<file path="config.mk">
export PLATFORM = sky130hd
export DESIGN_NAME = calc_result_rx
export DESIGN_NICKNAME = d
export VERILOG_FILES = /design/src/rtl/calc_pkg.sv /design/src/rtl/calc_rx_mem.sv /design/src/rtl/calc_result_rx.sv
export SDC_FILE = /design/constraint.sdc
export NUM_CORES = 1
export LEC_CHECK = 0
export CORE_ASPECT_RATIO = 0.7
export CORE_MARGIN = 3
export CORE_UTILIZATION = 55
export CTS_CLUSTER_SIZE = 10
export DETAILED_ROUTE_END_ITERATION = 16
export DONT_BUFFER_PORTS = 1
export GPL_TIMING_DRIVEN = 0
export HOLD_SLACK_MARGIN = 0.1
export PLACE_DENSITY = 0.68
export SETUP_SLACK_MARGIN = 0.02
export SLEW_MARGIN = 20
export SYNTH_ARGS = -nofsm -noshare
export SYNTH_HDL_FRONTEND = slang
export SYNTH_SLANG_ARGS = --single-unit
</file>
<file path="constraint.sdc">
create_clock -name clk -period 15.51 [get_ports clk]
set_input_delay 3.102 -clock clk [delete_from_list [all_inputs] [get_ports clk]]
set_output_delay 3.102 -clock clk [all_outputs]
set_load 0.05 [all_outputs]
</file>
<file path="src/rtl/calc_pkg.sv">
// Shared constants for the calc block and its result receiver.
// Occupancy classes used by the receive FIFO control.
package calc_pkg;

    localparam int DATA_W   = 32;
    localparam int RX_DEPTH = 8;

    typedef enum logic [1:0] {
        OCC_EMPTY   = 2'd0,
        OCC_PARTIAL = 2'd1,
        OCC_FULL    = 2'd2
    } occ_e;

endpackage

</file>
<file path="src/rtl/calc_rx_mem.sv">
// Result FIFO storage: one synchronous write port,
// one combinational read port, no reset on the array.
module calc_rx_mem
    import calc_pkg::*;
#(
    parameter int DEPTH = RX_DEPTH,
    localparam int AW   = $clog2(DEPTH)
) (
    input  logic              clk,
    input  logic              we,
    input  logic [AW-1:0]     waddr,
    input  logic [DATA_W-1:0] wdata,
    input  logic [AW-1:0]     raddr,
    output logic [DATA_W-1:0] rdata
);

    logic [DATA_W-1:0] mem_q [DEPTH];

    always_ff @(posedge clk) begin
        if (we) begin
            mem_q[waddr] <= wdata;
        end
    end

    assign rdata = mem_q[raddr];

endmodule

</file>
<file path="src/rtl/calc_result_rx.sv">
// Receive FIFO for calc results: pointers, occupancy,
// afull/overflow flags and the downstream handshake.
module calc_result_rx
    import calc_pkg::*;
#(
    parameter int DEPTH        = RX_DEPTH,
    parameter int AFULL_MARGIN = 2,
    localparam int AW          = $clog2(DEPTH),
    localparam int CW          = $clog2(DEPTH) + 1
) (
    input  logic              clk,
    input  logic              rst,
    input  logic [DATA_W-1:0] Z,
    input  logic              pushZ,
    output logic [DATA_W-1:0] outZ,
    output logic              pushO,
    input  logic              stopO,
    output logic              afull,
    output logic              overflow,
    output logic [CW-1:0]     count
);

    localparam logic [CW-1:0] FULL_CNT = CW'(DEPTH);
    localparam logic [CW-1:0] AFULL_TH = CW'(DEPTH - AFULL_MARGIN);

    logic [AW-1:0] wptr_q, wptr_d;
    logic [AW-1:0] rptr_q, rptr_d;
    logic [CW-1:0] count_q, count_d;
    logic          afull_q, afull_d;
    logic          ovf_q, ovf_d;

    occ_e          occ;
    logic          push;
    logic          pop;
    logic [DATA_W-1:0] rd_data;

    always_comb begin
        occ     = OCC_PARTIAL;
        wptr_d  = wptr_q;
        rptr_d  = rptr_q;
        count_d = count_q;
        if (count_q == '0) begin
            occ = OCC_EMPTY;
        end else if (count_q == FULL_CNT) begin
            occ = OCC_FULL;
        end
        pop  = (occ != OCC_EMPTY) && !stopO;
        // A full FIFO still accepts when the head leaves on the same edge.
        push = pushZ && ((occ != OCC_FULL) || pop);
        if (push) begin
            wptr_d = wptr_q + 1'b1;
        end
        if (pop) begin
            rptr_d = rptr_q + 1'b1;
        end
        unique case ({push, pop})
            2'b10:   count_d = count_q + 1'b1;
            2'b01:   count_d = count_q - 1'b1;
            default: count_d = count_q;
        endcase
        ovf_d   = ovf_q | (pushZ && !push);
        afull_d = (count_d >= AFULL_TH);
    end

    always_ff @(posedge clk) begin
        if (rst) begin
            wptr_q  <= '0;
            rptr_q  <= '0;
            count_q <= '0;
            afull_q <= 1'b0;
            ovf_q   <= 1'b0;
        end else begin
            wptr_q  <= wptr_d;
            rptr_q  <= rptr_d;
            count_q <= count_d;
            afull_q <= afull_d;
            ovf_q   <= ovf_d;
        end
    end

    calc_rx_mem #(
        .DEPTH(DEPTH)
    ) u_mem (
        .clk  (clk),
        .we   (push && !rst),
        .waddr(wptr_q),
        .wdata(Z),
        .raddr(rptr_q),
        .rdata(rd_data)
    );

    assign pushO    = (count_q != '0);
    assign outZ     = pushO ? rd_data : '0;
    assign afull    = afull_q;
    assign overflow = ovf_q;
    assign count    = count_q;

endmodule

</file>
==> run summary <==
Top cell type's share of synthesized area = 0.736
Boundary pin count = 75
Resized Gates After CTS = 0
FFs w/ async S/R, synth = 0
Initial Util = 0.570
Final non-filler cell area = 11900 sq um
CTS buffer count = 31
Vias in the first global route = 5128
Drt initial violations = 359
Die width = 171 um
Post-synthesis compound-gate area fraction = 0.00779
Antenna viol nets, final = 0
Mapped Cells = 493
Yosys reg bits = 271
Global route total overflow = 0
Final Skew = 0.0123 ns
Top_reg_cell synth = edfxtp_1
CP startpoint kind = flip-flop
Simple-Gate Fraction of Synth Area = 0.0321
Post-synth EDFFs = 256
Post-route setup slack = 9.29 ns
Post-Synth Adder-Cell Area = 0.00671
Clock Pin Slew Worst Setup and Hold Paths = 0.05 ns
Slew Viols, Final = 0
CP dominant cell by count = clkbuf_1
Final hold violation count = 0
Die ar. = 20700 sq um
Clock sink total = 271
Worst-skew pair later-pin latency = 0.54 ns
Crit path kind = flip-flop to primary output
CP endpoint kind = primary output
Routed len/inst = 24.5 um
Max_cap viols = 0
Multiplexer share of the synthesized area = 0.173
Clk buf depth = 3
Post-Syn Area = 10400 sq um
Top-count cell post-synth = edfxtp_1
Syn Nets = 534
Leakage = 3.68 nW
Share of cells above drive strength 1 = 0.255
FMAX = 161 MHz
Number of fillers in the final layout = 1205
First-pass GRT wire length = 30200 um
Final hold slack = 0.515 ns
PortBufs = 0
Endpoints failing setup = 0
Sequential area share after synthesis = 0.765
Cell Pwr Density = 171 nW/um^2
Synth area leaders = edfxtp_1 74%, mux4_2 14%, mux2i_1 3.5%, dfxtp_1 2.9%, nor2_1 1.8%
Least-Margin Pin Slew = 1.03 ns
Hold Buf Count CTS = 0
Status = finished, final reports clean
Initial antenna violation count = 0
Final HPWL DP = 12400 um
DP Area = 11000 sq um
CP peak stage delay = 0.81 ns
Layout area overhead = 13.7%
RSZ-0062 raised after global routing = false
Chip Height = 121 um
Via Count = 4818
Synthesized area per cell = 21.2 sq um
Total Wirelength = 19500 um
Core Region = 18300 sq um
Cell taking the most area after synthesis = edfxtp_1
Setup TNS = 0 ns
DR vias/cell = 6.05
Peak supply drop = 0.000129 V
Crit-path max FO = 10
Tot GR Track Use = 0.196
DR DRC count = 0
Synth cell count leaders = 256 x edfxtp_1, 64 x mux4_2, 49 x nor2_1
CP max-delay cell = nor2_1
# nets final = 591
Fin crit period = 6.22 ns
Largest family of logic cells by synthesized area = multiplexers
Drt pass-1 iters = 4
Place WS = 9.81 ns
Setup bufs post-CTS = 0
Crit-path cells = clkbuf_1 -> clkbuf_1 -> mux4_2 -> mux2i_1 -> nor2_1
Warnings, synthesis = 0
Worst endpoint required time = 12.41 ns
Largest net degree at the start of global routing = 19
Std cell rows = 41
Gpl congestion = 0.726
Final Total Pwr = 2.03 mW
Worst endpoint data arrival time = 3.12 ns
# diodes = 0
Cell variety after synth = 31
Final clock period utilization by the worst path = 0.401
CTS root buffer = clkbuf_16
HP Class = flip-flop to flip-flop
Max transition margin = 0.309
Synth Area in XOR/XNOR = 0.00503
CTS tree = done
H-tree Lvls = 1
## cells in the final DEF (no fill, tap or decap), types with 3 or more instances in the layout
cell type / netlist / final
buf_4: 0 / 5
a21oi_1: 4 / 4
buf_2: 8 / 17
clkbuf_16: 0 / 31
inv_1: 3 / 3
ha_1: 4 / 4
nor2_4: 0 / 4
nand2_1: 7 / 7
mux4_2: 64 / 64
buf_16: 0 / 3
clkbuf_1: 10 / 19
buf_6: 0 / 6
nor3_2: 1 / 3
nor2_1: 49 / 45
mux2i_1: 36 / 36
edfxtp_1: 256 / 256
dfxtp_1: 15 / 15
buf_1: 5 / 5
xnor2_1: 4 / 4
## logic make-up (layout without fill, tap and decap cells)
logic type,count (synthesis),after routing
AND/OR/NAND/NOR,73,73
AO/OA/AOI/OAI,10,10
flip-flops,271,271
buffers and inverters,28,95
XOR/XNOR,6,6
adder cells (fa/ha/maj),5,5
multiplexers,100,100
## critical path, delay by kind of cell (launching register included)
family / cells / cell delay (ns)
simple gates: 1 / 0.81
mux: 2 / 0.41
buf+inv: 2 / 1.06
flops: 1 / 0.31
## metal layers
| metal | part of all wire | track usage |
|---|---|---|
| met3 | 0.075 | 0.0479 |
| met4 | 0.020 | 0.0522 |
| met1 | 0.42 | 0.279 |
| met2 | 0.48 | 0.311 |
| met5 | 0 | 0 |
## worst paths after layout
kind / from / endpoint / slack (ns) / cells past startpoint
setup / recovery: flip-flop / outZ[22] / 9.29 / 5
hold / removal: rptr_q[1]$_SDFFE_PP0N_ / rptr_q[1]$_SDFFE_PP0N_ / 0.51 / 2
setup reg to reg: count[1]$_SDFF_PP0_ / u_mem.mem_q[5][13]$_DFFE_PP_ / 12.04 / 7
hold reg to reg: rptr_q[1]$_SDFFE_PP0N_ / rptr_q[1]$_SDFFE_PP0N_ / 0.51 / 2
## stage by stage
| stage | utilization | instances |
|---|---|---|
| after floorplan | - | 493 |
| after global placement | 0.586 | 729 |
| after detailed placement | 0.603 | 753 |
| after CTS | 0.648 | 796 |
| after global routing | 0.648 | 796 |
| final | 0.648 | 796 |
## state kept, by name (all words and copies together), names as in the netlist, named ones only
| signal | flops |
|---|---|
| count | 4 |
| rptr_q | 3 |
| overflow | 1 |
| afull | 1 |
| u_mem.mem_q | 256 |
| wptr_q | 3 |
## where the power goes
part | internal [mW] | switching, mW | leakage [nW] | total, mW
sequential | 0.826 | 0.0356 | 2.43 | 0.861
clock | 0.359 | 0.253 | 0.403 | 0.612
combinational | 0.154 | 0.402 | 0.843 | 0.556
total | 1.34 | 0.691 | 3.68 | 2.03
## cell type report
cell class / instances / area, sq um / area share
multi-input combinational: 194 / 2390 / 0.202
clock buffer: 40 / 810 / 0.0682
buffer: 23 / 96.3 / 0.00811
tap: 236 / 295 / 0.0249
inverter: 5 / 18.8 / 0.00158
timing repair buffer: 24 / 253 / 0.0213
sequential: 271 / 7990 / 0.673
clock inverter: 3 / 21.3 / 0.00179
No activity file was read; power rests on OpenSTA's default activity.
